### src/rtl/fifo_burst_reader_if.sv
// rtl/fifo_burst_reader_if.sv - handshake bundle between the burst reader, the async FIFO read port and downstream
//
// Purpose: groups the three handshakes the burst reader takes part in.
//   FIFO read side : r_empty, rdata (FIFO -> reader), r_en (reader -> FIFO)
//   request side   : req_valid, req_len (-> reader), req_ready (reader ->)
//   output stream  : out_valid, out_data, out_last (reader ->), out_ready (-> reader)
// Modports:
//   slave  - the burst reader itself
//   master - the environment (FIFO, requester and downstream sink)

interface fifo_burst_reader_if #(
  parameter int MEMORY_WIDTH = 8,
  parameter int LEN_WIDTH    = 8
);

  logic                    r_empty;
  logic [MEMORY_WIDTH-1:0] rdata;
  logic                    r_en;

  logic                    req_valid;
  logic [LEN_WIDTH-1:0]    req_len;
  logic                    req_ready;

  logic                    out_valid;
  logic                    out_ready;
  logic [MEMORY_WIDTH-1:0] out_data;
  logic                    out_last;

  modport slave (
    input  r_empty, rdata, req_valid, req_len, out_ready,
    output r_en, req_ready, out_valid, out_data, out_last
  );

  modport master (
    output r_empty, rdata, req_valid, req_len, out_ready,
    input  r_en, req_ready, out_valid, out_data, out_last
  );

endinterface

### src/rtl/fifo_burst_reader.sv
// rtl/fifo_burst_reader.sv - drains bursts of words from the async FIFO read port onto a valid/ready stream
//
// Purpose: accepts a burst request (req_len words), pops that many words from
// the FIFO as they become available and forwards them through a 2-entry
// registered output buffer, tagging the final word with out_last. burst_done
// pulses one cycle after the final word is accepted, or one cycle after a
// zero-length request.
// Ports:
//   r_clk      - read-domain clock, all state on its rising edge
//   rrst       - synchronous active-high reset
//   bus        - fifo_burst_reader_if.slave (FIFO read port, request, output stream)
//   burst_done - one-cycle end-of-burst pulse
//   words_read - free-running count of popped words, wraps

module fifo_burst_reader #(
  parameter int MEMORY_WIDTH = 8,
  parameter int LEN_WIDTH    = 8,
  parameter int CNT_WIDTH    = 16
) (
  input  logic                 r_clk,
  input  logic                 rrst,
  fifo_burst_reader_if.slave   bus,
  output logic                 burst_done,
  output logic [CNT_WIDTH-1:0] words_read
);

  typedef enum logic [1:0] {
    IDLE   = 2'd0,
    ACTIVE = 2'd1,
    DRAIN  = 2'd2
  } state_t;

  state_t                  state_q, state_d;
  logic [LEN_WIDTH-1:0]    pop_rem_q, pop_rem_d;
  logic [1:0]              occ_q, occ_d;
  logic [MEMORY_WIDTH-1:0] head_data_q, head_data_d;
  logic                    head_last_q, head_last_d;
  logic [MEMORY_WIDTH-1:0] tail_data_q, tail_data_d;
  logic                    tail_last_q, tail_last_d;
  logic                    done_q, done_d;
  logic [CNT_WIDTH-1:0]    cnt_q, cnt_d;

  logic pop;
  logic accept;
  logic push_last;
  logic out_valid;

  always_comb begin
    state_d     = state_q;
    pop_rem_d   = pop_rem_q;
    occ_d       = occ_q;
    head_data_d = head_data_q;
    head_last_d = head_last_q;
    tail_data_d = tail_data_q;
    tail_last_d = tail_last_q;
    done_d      = 1'b0;

    out_valid = (occ_q != 2'd0);
    accept    = out_valid && bus.out_ready;
    // A full buffer can take a new word only when the head leaves in the
    // same cycle. Popping is suppressed during reset so words that were
    // never buffered stay in the FIFO.
    pop = (state_q == ACTIVE) && (pop_rem_q != '0) && !bus.r_empty &&
          ((occ_q < 2'd2) || ((occ_q == 2'd2) && bus.out_ready)) && !rrst;
    push_last = (pop_rem_q == LEN_WIDTH'(1));

    cnt_d = cnt_q + CNT_WIDTH'(pop);

    // Output buffer: head is the registered output, tail the second entry.
    case (occ_q)
      2'd0: begin
        if (pop) begin
          head_data_d = bus.rdata;
          head_last_d = push_last;
          occ_d       = 2'd1;
        end
      end
      2'd1: begin
        if (pop && accept) begin
          head_data_d = bus.rdata;
          head_last_d = push_last;
        end else if (pop) begin
          tail_data_d = bus.rdata;
          tail_last_d = push_last;
          occ_d       = 2'd2;
        end else if (accept) begin
          occ_d = 2'd0;
        end
      end
      default: begin
        // A pop with occ=2 implies accept, so push-only cannot happen here.
        if (accept) begin
          head_data_d = tail_data_q;
          head_last_d = tail_last_q;
          if (pop) begin
            tail_data_d = bus.rdata;
            tail_last_d = push_last;
          end else begin
            occ_d = 2'd1;
          end
        end
      end
    endcase

    case (state_q)
      IDLE: begin
        if (bus.req_valid) begin
          if (bus.req_len == '0) begin
            done_d = 1'b1;
          end else begin
            pop_rem_d = bus.req_len;
            state_d   = ACTIVE;
          end
        end
      end
      ACTIVE: begin
        if (pop) begin
          pop_rem_d = pop_rem_q - LEN_WIDTH'(1);
          if (push_last) begin
            state_d = DRAIN;
          end
        end
      end
      DRAIN: begin
        // Everything still buffered belongs to this burst, so an empty
        // buffer after this edge means the last word has been taken.
        if (occ_d == 2'd0) begin
          state_d = IDLE;
          done_d  = 1'b1;
        end
      end
      default: begin
        state_d = IDLE;
      end
    endcase
  end

  always_ff @(posedge r_clk) begin
    if (rrst) begin
      state_q     <= IDLE;
      pop_rem_q   <= '0;
      occ_q       <= 2'd0;
      head_data_q <= '0;
      head_last_q <= 1'b0;
      tail_data_q <= '0;
      tail_last_q <= 1'b0;
      done_q      <= 1'b0;
      cnt_q       <= '0;
    end else begin
      state_q     <= state_d;
      pop_rem_q   <= pop_rem_d;
      occ_q       <= occ_d;
      head_data_q <= head_data_d;
      head_last_q <= head_last_d;
      tail_data_q <= tail_data_d;
      tail_last_q <= tail_last_d;
      done_q      <= done_d;
      cnt_q       <= cnt_d;
    end
  end

  assign bus.r_en      = pop;
  assign bus.req_ready = (state_q == IDLE);
  assign bus.out_valid = out_valid;
  assign bus.out_data  = head_data_q;
  assign bus.out_last  = out_valid && head_last_q;
  assign burst_done    = done_q;
  assign words_read    = cnt_q;

  a_no_pop_when_empty: assert property (@(posedge r_clk) disable iff (rrst)
    !(bus.r_en && bus.r_empty));

endmodule

### src/flat_wrapper.sv
// flat-port wrapper written by rule: the top's interface ports become plain ports
module fifo_burst_reader_flat 
#(
  parameter int MEMORY_WIDTH = 8,
  parameter int LEN_WIDTH    = 8,
  parameter int CNT_WIDTH    = 16
)
  (r_clk, rrst, burst_done, words_read, bus_r_empty, bus_rdata, bus_req_valid, bus_req_len, bus_out_ready, bus_r_en, bus_req_ready, bus_out_valid, bus_out_data, bus_out_last);
  fifo_burst_reader_if #(.MEMORY_WIDTH(MEMORY_WIDTH), .LEN_WIDTH(LEN_WIDTH)) bus_i ();
  input  logic r_clk;
  input  logic rrst;
  output logic burst_done;
  output logic [CNT_WIDTH-1:0] words_read;
  input wire logic [$bits(bus_i.r_empty)-1:0] bus_r_empty;
  input wire logic [$bits(bus_i.rdata)-1:0] bus_rdata;
  input wire logic [$bits(bus_i.req_valid)-1:0] bus_req_valid;
  input wire logic [$bits(bus_i.req_len)-1:0] bus_req_len;
  input wire logic [$bits(bus_i.out_ready)-1:0] bus_out_ready;
  output wire logic [$bits(bus_i.r_en)-1:0] bus_r_en;
  output wire logic [$bits(bus_i.req_ready)-1:0] bus_req_ready;
  output wire logic [$bits(bus_i.out_valid)-1:0] bus_out_valid;
  output wire logic [$bits(bus_i.out_data)-1:0] bus_out_data;
  output wire logic [$bits(bus_i.out_last)-1:0] bus_out_last;
  assign bus_i.r_empty = bus_r_empty;
  assign bus_i.rdata = bus_rdata;
  assign bus_i.req_valid = bus_req_valid;
  assign bus_i.req_len = bus_req_len;
  assign bus_i.out_ready = bus_out_ready;
  assign bus_r_en = bus_i.r_en;
  assign bus_req_ready = bus_i.req_ready;
  assign bus_out_valid = bus_i.out_valid;
  assign bus_out_data = bus_i.out_data;
  assign bus_out_last = bus_i.out_last;
  fifo_burst_reader #(.MEMORY_WIDTH(MEMORY_WIDTH), .LEN_WIDTH(LEN_WIDTH), .CNT_WIDTH(CNT_WIDTH)) u_core (.r_clk(r_clk), .rrst(rrst), .bus(bus_i), .burst_done(burst_done), .words_read(words_read));
endmodule
### config.mk
export PLATFORM = sky130hd
export DESIGN_NAME = fifo_burst_reader_flat
export DESIGN_NICKNAME = d
export VERILOG_FILES = /design/src/rtl/fifo_burst_reader_if.sv /design/src/rtl/fifo_burst_reader.sv /design/src/flat_wrapper.sv
export SDC_FILE = /design/constraint.sdc
export NUM_CORES = 1
export LEC_CHECK = 0
export ABC_AREA = 1
export CAP_MARGIN = 10
export CORE_AREA = 3 3 77 79
export DETAILED_ROUTE_END_ITERATION = 7
export DIE_AREA = 0 0 80 82
export GPL_TIMING_DRIVEN = 1
export PLACE_DENSITY_LB_ADDON = 0.1
export SYNTH_ARGS = -nofsm -noshare
export SYNTH_HDL_FRONTEND = slang
export SYNTH_SLANG_ARGS = --single-unit
### constraint.sdc
create_clock -name r_clk -period 1.9 [get_ports r_clk]
set_input_delay 0.19 -clock r_clk [delete_from_list [all_inputs] [get_ports r_clk]]
set_output_delay 0.19 -clock r_clk [all_outputs]
set_load 0.03 [all_outputs]
# == Yosys cells after proc, flatten, opt, wreduce, memory -nomap -nowiden ==
# Cells that the tools add are included.
# totals
register_bits,47
in_bits,21
out_inout_bits,29
wordCells,87
# op_classes
n_addsub,2
order_cmp,1
n_eq_ne,13
n_mux,37
bitwise,1
reduce_logical,24
# op_table
op,count
8-bit two-way mux,9
8-bit one-hot mux with 2 select lines,3
2-bit two-way mux,11
16-bit by 1-bit adder with 16-bit output,1
2-bit inequality test (second input constant),5
1-bit two-way mux,9
8-bit by 1-bit equality test with 1-bit output (second input constant),1
1-bit logical AND,8
8-bit zero test,1
8-bit nonzero test,1
8-bit by 1-bit subtractor with 8-bit output (second input constant),1
2-bit zero test,3
2-bit by 1-bit inequality test with 1-bit output (second input constant),3
1-bit one-hot mux with 2 select lines,3
2-bit one-hot mux with 3 select lines,1
3-bit AND reduction,2
2-bit nonzero test,3
5-bit AND reduction,1
2-bit by 1-bit equality test with 1-bit output (second input constant),2
2-bit equality test (second input constant),2
2-bit one-hot mux with 2 select lines,1
4-bit AND reduction,1
3-bit nonzero test,1
1-bit zero test,2
other kinds (3),3

# == Logic depth before layout (Yosys ltp) ==
# Gate-level depths: netlist of run 1.
# depth
ltp_word,11
ltp_mapped,15
ltp_nobuf,15

# == Worst setup path after synthesis of run 1 ==
# OpenSTA, ideal clock, no wires.
# synth_timing
path_type,register to register
startpoint,reg u_core.pop_rem_q[0]
endpoint,reg u_core.cnt_q[8] (netlist: u_core.words_read[8])
arrival_ns,1.866
t_required_ns,1.781
setup_slack_ns,-0.085
stages_incl_launch_ff,16
path_buffers,0
period_less_slack_ns,1.985
cell_sequence,dfxtp_1 > inv_1 > ha_1 > nand2_1 > nor2_1 > nand2_1 > nand3_2 > inv_1 > ha_1 > nand2_1 > inv_1 > nand2_1 > inv_1 > nand2_1 > o21ai_0 > a21oi_1
# synth_between
elab_chain_cells,6
# synth_lines
item,line,text
"start, declared",fifo_burst_reader.sv:34,"logic [LEN_WIDTH-1:0] pop_rem_q, pop_rem_d;"
"start signal, assigned",fifo_burst_reader.sv:151,pop_rem_q <= pop_rem_d;
8-bit nonzero test,fifo_burst_reader.sv:63,pop = (state_q == ACTIVE) && (pop_rem_q != '0) && !bus.r_empty &&
1-bit logical AND (3 in series),fifo_burst_reader.sv:63,
1-bit logical AND,fifo_burst_reader.sv:64,((occ_q < 2'd2) || ((occ_q == 2'd2) && bus.out_ready)) && !rrst;
16-bit by 1-bit adder with 16-bit output,fifo_burst_reader.sv:67,cnt_d = cnt_q + CNT_WIDTH'(pop);
"end signal, assigned",fifo_burst_reader.sv:158,cnt_q <= cnt_d;
"end, declared",fifo_burst_reader.sv:41,"logic [CNT_WIDTH-1:0] cnt_q, cnt_d;"
# Every way passes these cells.
# A chain may end at the register's enable or synchronous reset.

# == Worst setup path after layout of run 1 ==
# layout_timing
startpoint,reg u_core.pop_rem_q[1]
endpoint,out bus_r_en
# layout_between
elab_chain_cells,5
# layout_lines
item,line,text
8-bit nonzero test,fifo_burst_reader.sv:63,
1-bit logical AND (3 in series),fifo_burst_reader.sv:63,
1-bit logical AND,fifo_burst_reader.sv:64,
"end, declared",flat_wrapper.sv:19,output wire logic [$bits(bus_i.r_en)-1:0] bus_r_en;
# Every way passes these cells.

==> results of run 1 <==
-- logic make-up after synthesis --
logic type,synth area share [%]
adder cells (fa/ha/maj),1.57
AO/OA/AOI/OAI,16.0
AND/OR/NAND/NOR,33.9
XOR/XNOR,0.731
multiplexers,0.418
buffers and inverters,8.19
flip-flops,39.2
-- tightest hold or removal path: stages (launching register included) --
cell and delay [ns]:
dfxtp_1 0.31, inv_1 0.06, a21oi_1 0.05
-- report_power, final --
| part | leakage, µW | switching [µW] | internal, µW |
|---|---|---|---|
| sequential | 0.000382 | 27.3 | 1020 |
| combinational | 0.000863 | 266 | 189 |
| clock | 0.0000422 | 337 | 259 |
| total | 0.00129 | 630 | 1470 |
-- routing by layer --
layer / track usage [%] / vias to the layer above
met4: 5.24 / 0
met2: 30.7 / 46
met3: 4.06 / 8
met5: 0 / -
met1: 25.1 / 1098
li1: - / 1277
-- stage by stage --
stage	instance area (µm²)	total power (µW)	setup slack (ns)	util [%]	setup TNS [ns]
finish	3190	2100	0.107	59.0	0
global placement	3060	1510	-0.0985	56.6	-0.259
floorplan	2400	1360	0.0109	-	0
global route	3190	2220	-0.0271	59.0	-0.0398
CTS	3140	2110	0.0176	58.1	0
detailed placement	3060	1510	-0.205	56.6	-0.660
-- registers in the layout (all words and copies together) (netlist names) --
register	cells
u_core.words_read	16
u_core.bus.out_data	8
u_core.pop_rem_q	8
u_core.tail_data_q	8
u_core.occ_q	2
u_core.state_q	2
u_core.burst_done	1
u_core.head_last_q	1
u_core.tail_last_q	1
-- synth_stat cells, drive strengths merged, types with 3 or more instances --
cell     n  area share [%]
ha       3             1.6
clkbuf   7             1.1
nand4    5             1.3
a31oi    3            0.78
o21ai   27             5.8
inv     39             6.2
dfxtp   47              39
nand3   24             5.2
nand2   99              17
nor3     7             1.5
nor2    43             7.8
a21oi   36             8.0
-- repair_timing --
action                                 in CTS  in global routing
hold buffers                                0                  0
setup endpoints to repair                   0                 11
endpoints found under the hold margin       0                  0
resized for setup                           0                 15
-- path summary, 6_finish.rpt --
kind / from / end / slack, ns / depth (start not counted)
worst max register to register: u_core.state_q[0] / u_core.words_read[8] / 0.14 / 14
worst min register to register: u_core.tail_data_q[7] / u_core.tail_data_q[7] / 0.46 / 2
worst min-delay path: u_core.tail_data_q[7] / u_core.tail_data_q[7] / 0.46 / 2
worst max-delay path: u_core.pop_rem_q[1] / bus_r_en / 0.11 / 9
-- area by class of cell --
class	instances	area [µm²]	area share (%)
sequential	47	946	29.7
inverter	40	154	4.83
tap	72	90.1	2.83
clock inverter	1	5.00	0.157
clock buffer	7	76.3	2.39
multi-input combinational	258	1290	40.6
timing repair buffer	66	623	19.5
==> metrics.md, run 1 <==
| Metric | Value |
|---|---|
| Class of the worst hold path | `flip-flop to flip-flop` |
| Synth Warn # | `0` |
| Tmin final | `1.79 ns` |
| Post-synthesis sequential area ratio | `39.2%` |
| TritonCTS buffer count | `5` |
| Dpl hpwl | `4330 µm` |
| Finished Layout Cells | `491` |
| Setup Buffers After CTS | `0` |
| Slew headroom | `70.6%` |
| Met3 WL post-DR | `204 µm` |
| Most common cell after layout, fill and taps aside | `nand2_1` |
| Vias per std cell | `4.95` |
| Nets@finish | `442` |
| CP arrival | `1.60 ns` |
| Leakage Power | `0.00129 µW` |
| Worst setup EP type | `primary output` |
| Pin count of the biggest net entering global routing | `36` |
| Mapped Avg Cell Area | `6.77 µm²` |
| Drt first pass iters | `4` |
| Clock sink count | `47` |
| Max VDD drop | `0.353 mV` |
| Asr flop ratio synth | `0%` |
| Fmax | `558 MHz` |
| Fin. Hold Viols | `0` |
| Setup-failing EPs final | `0` |
| Setup CP Type | `flip-flop to primary output` |
| Critical Path, Cell by Cell | `inv_1, ha_2, nand2_1, nor2_1, nand2_1, buf_4, nand2_8, inv_4, buf_4` |
| Cells after DPL | `483` |
| Layout cell share with drive strength beyond 1 | `13.1%` |
| TritonCTS clock tree | `done` |
| RD Place Congestion | `0.891` |
| Clock root cell | `clkbuf_8` |
| Number of global-route vias before repair | `2245` |
| P per Cell Area | `659 nW/µm²` |
| Seq cells post-synth | `47` |
| CP max FO | `7` |
| Slew Limit Fails | `0` |
| Fillcell total | `524` |
| Met2 WL | `2810 µm` |
| Most frequent cells in the layout | `92 x nand2_1, 45 x clkdlybuf4s50_1, 43 x dfxtp_1` |
| Setup Skew | `0.00579 ns` |
| Cells after Synth | `354` |
| Critical Path Start Type | `flip-flop` |
| Syn nets | `378` |
| Num ports | `50` |
| I/O Buffers | `49` |
| First-pass GRT wire length | `9890 µm` |
| Initial drt markers | `125` |
| Routed via count | `2429` |
| Core Box Area | `5410 µm²` |
| CTS max path bufs | `2` |
| Inserted Diodes | `0` |
| Overflow after GRT | `0` |
| Mapped cell area | `2400 µm²` |
| Initial core utilization | `44.4%` |
| Hold Slack | `0.459 ns` |
| Die span in y | `82 µm` |
| Delay-heaviest family, CP | `buffers and inverters` |
| CP max stage cell | `dfxtp_2` |
| Synth cell types | `33` |
| WL/cell | `12.1 µm` |
| Clk slew on worst S/H paths | `0.09 ns` |
| Antenna violations before repair | `0` |
| Worst skew pair latency | `0.30 ns` |
| Tightest Pin Transition | `0.440 ns` |
| Area delta synth->final | `33.0%` |
| Fin crit share | `94.4%` |
| Final Routed Wirelength | `5960 µm` |
| Buf/Inv on CP | `4` |
| MaxCap Viol Count | `0` |
| Top layer in use | `met4` |
| Req. time, crit path | `1.71 ns` |
| Die W | `80 µm` |
| Ys flop type | `dfxtp_1` |
| Slowest cell delay on critical path | `0.33 ns` |
| Num rows | `27` |
| Number of synthesized flops with an enable pin | `0` |
| Die Area | `6560 µm²` |
| Metal-1 WL | `2870 µm` |
| GRT Util Overall | `18.8%` |
| H-tree depth | `2` |
| DRC errors left | `0` |
| Post-route ant nets | `0` |
| Status | `completed` |
(Power assumes the default switching activity.)
==> inputs of run 2 (changes only) <==
--- a/config.mk
+++ b/config.mk
@@ -7,9 +7,9 @@
 export LEC_CHECK = 0
 export ABC_AREA = 1
 export CAP_MARGIN = 10
-export CORE_AREA = 3 3 77 79
+export CORE_AREA = 2 2 76 78
 export DETAILED_ROUTE_END_ITERATION = 7
-export DIE_AREA = 0 0 80 82
+export DIE_AREA = 0 0 78 80
 export GPL_TIMING_DRIVEN = 1
 export PLACE_DENSITY_LB_ADDON = 0.1
 export SYNTH_ARGS = -nofsm -noshare
==> constraint.sdc (replaced) <==
create_clock -name r_clk -period 1.9 [get_ports r_clk]
set_input_delay 0.285 -clock r_clk [delete_from_list [all_inputs] [get_ports r_clk]]
set_output_delay 0.285 -clock r_clk [all_outputs]
set_load 0.03 [all_outputs]
==> run 2 against run 1 <==
- utilization rose by 1.6 points
- total power rose by 10%
- wire length fell by 0.57%
- sequential power about the same
- design area up 2.7%
==> metrics.md, run 2 (synthesis gave the netlist of run 1 again) <==
| Metric | Value |
|---|---|
| Hold Startpoint | `u_core.head_last_q` |
| R2R Path Start | `u_core.pop_rem_q[0]` |
| Tmin final | `1.82 ns` |
| CTS max path bufs | `2` |
| Fin. Hold Viols | `0` |
| TritonCTS clock tree | `done` |
| Pin count of the biggest net entering global routing | `36` |
| Met3 WL post-DR | `270 µm` |
| Reg area | `943 µm²` |
| CTS Hold Bufs | `0` |
| Die span in y | `80 µm` |
| Fillcell total | `509` |
| GRT Util Overall | `20.1%` |
| CP max FO | `6` |
| Dpl hpwl | `4280 µm` |
| Top layer in use | `met4` |
| Hold depth | `2` |
| Slew headroom | `69.6%` |
| CP Launch Point | `u_core.pop_rem_q[0]` |
| Hold endpoint | `u_core.head_last_q` |
| WL/cell | `11.9 µm` |
| MaxCap Viol Count | `0` |
| Number of global-route vias before repair | `2293` |
| Critical Path Start Type | `flip-flop` |
| Most frequent cells in the layout | `93 x nand2_1, 45 x clkdlybuf4s50_1, 45 x dfxtp_1` |
| Setup CP Type | `flip-flop to primary output` |
| Class of the worst hold path | `flip-flop to flip-flop` |
| Post-route ant nets | `0` |
| Initial core utilization | `44.4%` |
| Clk slew on worst S/H paths | `0.09 ns` |
| Final core occ | `60.6%` |
| First-pass GRT wire length | `10100 µm` |
| Drt first pass iters | `4` |
| CP arrival | `1.53 ns` |
| Critical Path, Cell by Cell | `inv_2, ha_2, nand2_1, nor2_1, nand2_1, buf_6, nand2_8, inv_4, buf_6` |
| Layout cell share with drive strength beyond 1 | `14.6%` |
| RD Place Congestion | `0.883` |
| Num ports | `50` |
| Core Box Area | `5410 µm²` |
| Setup Skew | `0.00624 ns` |
| Met2 WL | `2690 µm` |
| Inserted Diodes | `0` |
| Slew Limit Fails | `0` |
| Unrepaired setup endpoints after global routing | `true` |
| Req. time, crit path | `1.62 ns` |
| FF-to-FF End | `u_core.words_read[8]` |
| Antenna violations before repair | `0` |
| R2R setup slack | `0.14 ns` |
| H-tree depth | `2` |
| Clock sink count | `47` |
| Leakage Power | `0.00133 µW` |
| Initial drt markers | `81` |
| Clock root cell | `clkbuf_8` |
| Flip-flop count of the largest register after layout | `16` |
| Area delta synth->final | `36.5%` |
| DRC errors left | `0` |
| Status | `completed` |
| Delay-heaviest family, CP | `buffers and inverters` |
| Most common cell after layout, fill and taps aside | `nand2_1` |
| I/O Buffers | `49` |
| Worst setup EP type | `primary output` |
| Area occupied by multi-input gates | `1280 µm²` |
| Fmax | `551 MHz` |
| Slowest cell delay on critical path | `0.34 ns` |
| CP max stage cell | `dfxtp_2` |
| Routed via count | `2459` |
| P per Cell Area | `707 nW/µm²` |
| Worst skew pair latency | `0.30 ns` |
| Overflow after GRT | `0` |
| Setup-failing EPs final | `0` |
| TritonCTS buffer count | `5` |
| Tightest Pin Transition | `0.454 ns` |
| Metal-1 WL | `2910 µm` |
| PnR worst setup slack | `0.0837 ns` |
| Vias per std cell | `4.94` |
| Post-Place Worst Slack | `-0.224 ns` |
| Max VDD drop | `0.406 mV` |
| R2r worst-path depth | `15` |
| Die W | `78 µm` |
| Num rows | `27` |
| Buf/Inv on CP | `4` |
| Setup_tns | `0 ns` |
| Die Area | `6240 µm²` |
| Final Routed Wirelength | `5930 µm` |
| Fin crit share | `95.6%` |
| Nets@finish | `449` |
run 2: worst max path at each step:
stage	slack [ns]	cells past startpoint	to
final	0.08	9	bus_r_en
after global routing	-0.02	15	u_core.words_read[8]
after CTS	0.003	9	bus_r_en
after detailed placement	-0.22	13	u_core.words_read[12]
after global placement	-0.19	13	u_core.words_read[12]
after floorplan	0.01	14	u_core.words_read[12]
run 2: per-stage QoR:
step	instance area [µm²]	hold slack [ns]	power (µW)	std cells
final	3270	0.458	2320	498
after CTS	3210	0.458	2310	493
after floorplan	2400	0.378	1360	354
after global placement	3090	0.439	1520	485
after global routing	3270	0.495	2430	498
after detailed placement	3090	0.444	1530	485
run 2: per-layer routing:
metal,global-route usage (%),vias up
li1,-,1289
met1,26.9,1110
met2,32.8,54
met3,3.51,6
met4,6.84,0
met5,0,-
run 2: final cells by class:
type,count,area share [%]
multi-input combinational,258,39.2
sequential,47,28.8
timing repair buffer,73,20.9
inverter,40,4.70
tap,72,2.75
clock buffer,6,2.52
clock inverter,2,1.07
run 2: report_power, final:
part           switching, µW  internal [µW]
registers               26.1           1020
clock network            351            426
logic                    279            211
run 2: tightest hold or removal path, stage by stage, from the launching register on:
cell,delay (ns)
dfxtp_1,0.31
inv_1,0.06
a21oi_1,0.05
run 2: what timing repair did:
item                       CTS  global route
gates resized for setup      5            10
pin swaps                    0             5
buffers inserted             0             5
setup endpoints to repair    4             7
==> inputs of run 3 (changes only) <==
--- a/config.mk
+++ b/config.mk
@@ -7,9 +7,9 @@
 export LEC_CHECK = 0
 export ABC_AREA = 1
 export CAP_MARGIN = 10
-export CORE_AREA = 2 2 76 78
+export CORE_AREA = 2 2 70 72
 export DETAILED_ROUTE_END_ITERATION = 7
-export DIE_AREA = 0 0 78 80
+export DIE_AREA = 0 0 72 74
 export GPL_TIMING_DRIVEN = 1
 export PLACE_DENSITY_LB_ADDON = 0.1
 export SYNTH_ARGS = -nofsm -noshare
==> constraint.sdc (replaced) <==
create_clock -name r_clk -period 2.2 [get_ports r_clk]
set_input_delay 0.33 -clock r_clk [delete_from_list [all_inputs] [get_ports r_clk]]
set_output_delay 0.33 -clock r_clk [all_outputs]
set_load 0.03 [all_outputs]
==> run 3 against run 2 <==
- die area fell by 15%
- wire length shrank 6.4%
- design area fell by 6.2%
- largest cell class unchanged
- global-route usage increased by 2.5 points
- sequential share of layout area up 1.8 points
- non-clock buffer count is 14 lower
- sequential power is 13% lower
- utilization grew 6.2 points
- worst setup slack improved by 0.15 ns
- via count is 3.4% lower
==> metrics.md, run 3 (synthesis gave the netlist of run 1 again) <==
| Metric | Value |
|---|---|
| Status | `completed` |
| Tightest Pin Transition | `0.405 ns` |
| Max VDD drop | `0.428 mV` |
| Die span in y | `74 µm` |
| Clock root cell | `clkbuf_8` |
| Critical Path Start Type | `input port` |
| Routed via count | `2376` |
| CP arrival | `1.64 ns` |
| Area delta synth->final | `28.1%` |
| WL/cell | `11.9 µm` |
| H-tree depth | `2` |
| Req. time, crit path | `1.87 ns` |
| Fin. Hold Viols | `0` |
| CTS max path bufs | `2` |
| Overflow after GRT | `0` |
| Num rows | `25` |
| Setup_tns | `0 ns` |
| Setup Buffers After CTS | `0` |
| DRC errors left | `0` |
| Core Box Area | `4600 µm²` |
| Switching fraction of total power | `29.8%` |
| Nets@finish | `435` |
| PnR worst setup slack | `0.235 ns` |
| Die Area | `5330 µm²` |
| Pin count of the biggest net entering global routing | `36` |
| Cells after DPL | `458` |
| Fillcell total | `415` |
| Setup-failing EPs final | `0` |
| Drt first pass iters | `4` |
| Dpl hpwl | `4110 µm` |
| Slew Limit Fails | `0` |
| P_sw | `530 µW` |
| Antenna violations before repair | `0` |
| CP dominant cell by count | `buf_4` |
| Fin crit share | `89.3%` |
| Slew headroom | `73.0%` |
| P per Cell Area | `579 nW/µm²` |
| First-pass GRT wire length | `9540 µm` |
| CP max stage cell | `clkdlybuf4s50_1` |
| CP max FO | `7` |
| Clk pwr share | `28.4%` |
| Most common cell after layout, fill and taps aside | `nand2_1` |
| Finished Layout Cells | `466` |
| Num ports | `50` |
| Setup Skew | `0.00628 ns` |
| Clock sink count | `47` |
| Clk slew on worst S/H paths | `0.09 ns` |
| TritonCTS buffer count | `5` |
| Initial core utilization | `52.1%` |
| Die W | `72 µm` |
| Hold Slack | `0.453 ns` |
| Combinational Power Share | `20.5%` |
| Flip-flop count of the largest register after layout | `16` |
| Reg area | `942 µm²` |
| Inserted Diodes | `0` |
| Internal power | `1250 µW` |
| Most frequent cells in the layout | `94 x nand2_1, 48 x clkdlybuf4s50_1, 46 x dfxtp_1` |
| Tmin final | `1.97 ns` |
| Area occupied by multi-input gates | `1260 µm²` |
| Slowest cell delay on critical path | `0.44 ns` |
| Final Routed Wirelength | `5550 µm` |
| Critical Path, Cell by Cell | `clkdlybuf4s50_1, a21oi_1, nor2_4, buf_4, nand2_4, inv_4, buf_4` |
| TritonCTS clock tree | `done` |
| GRT Util Overall | `22.6%` |
| Fmax | `509 MHz` |
| Initial drt markers | `232` |
| Post-Place Worst Slack | `0.0429 ns` |
| I/O Buffers | `49` |
| Setup CP Type | `input port to primary output` |
| Class of the worst hold path | `flip-flop to flip-flop` |
| Worst setup EP type | `primary output` |
| RD Place Congestion | `0.926` |
| Number of global-route vias before repair | `2138` |
| Worst skew pair latency | `0.30 ns` |
| Leakage Power | `0.00122 µW` |
| Vias per std cell | `5.10` |
| Post-route ant nets | `0` |
| MaxCap Viol Count | `0` |
| Unrepaired setup endpoints after global routing | `false` |
| Sequential share of power | `51.1%` |
| Layout cell share with drive strength beyond 1 | `9.22%` |
==> run 3: worst max-delay path: cells and delay by family <==
family / cells / cell delay, ns
buffers and inverters: 4 / 0.82
AOI/OAI and AO/OA: 1 / 0.32
and+or+nand+nor: 2 / 0.17
==> run 3: per-layer routing <==
metal  global-route usage [%]  part of all wire (%)  up-vias  wire length [µm]
li1                         -                     -     1261                 -
met1                     30.2                    48     1044              2680
met2                     37.0                    45       63              2510
met3                     4.47                   5.0        8               280
met4                     7.34                   1.5        0                82
met5                        0                     0        -                 0
==> run 3: metrics by stage <==
step	area, µm²	power (µW)	util (%)
final	3070	1780	66.8
after global routing	3070	1880	66.8
after CTS	3070	1800	66.8
after detailed placement	2990	1290	64.9
after global placement	2990	1280	64.9
after floorplan	2400	1170	-
==> run 3: cell type report <==
type                            count  share of cell area [%]
Sequential cell                    47                    30.7
Timing Repair Buffer               59                    18.3
Multi-Input combinational cell    258                    41.0
Tap cell                           54                    2.20
Clock inverter                      2                   0.407
Clock buffer                        6                    2.36
Inverter                           40                    5.01
==> run 3: power by group through the flow <==
stage | Sequential [µW] | Combinational (µW) | Clock [µW]
6_report | 909 | 365 | 505
4_1_cts | 908 | 362 | 525
2_1_floorplan | 934 | 237 | 0
5_1_grt | 914 | 408 | 557
3_5_place_dp | 928 | 361 | 0
3_3_place_gp | 926 | 355 | 0
==> run 3: worst paths after layout <==
| path | start | end | slack [ns] | cells past startpoint |
|---|---|---|---|---|
| worst max-delay path | bus_out_ready | bus_r_en | 0.23 | 7 |
| worst min-delay path | u_core.tail_data_q[7] | u_core.tail_data_q[7] | 0.45 | 2 |
| worst max register to register | u_core.pop_rem_q[0] | u_core.words_read[12] | 0.26 | 14 |
| worst min register to register | u_core.tail_data_q[7] | u_core.tail_data_q[7] | 0.45 | 2 |
==> run 3: what timing repair did <==
action | CTS | global route
gates resized for setup | 0 | 2
hold buffers | 0 | 0
endpoints found under the setup margin | 0 | 2
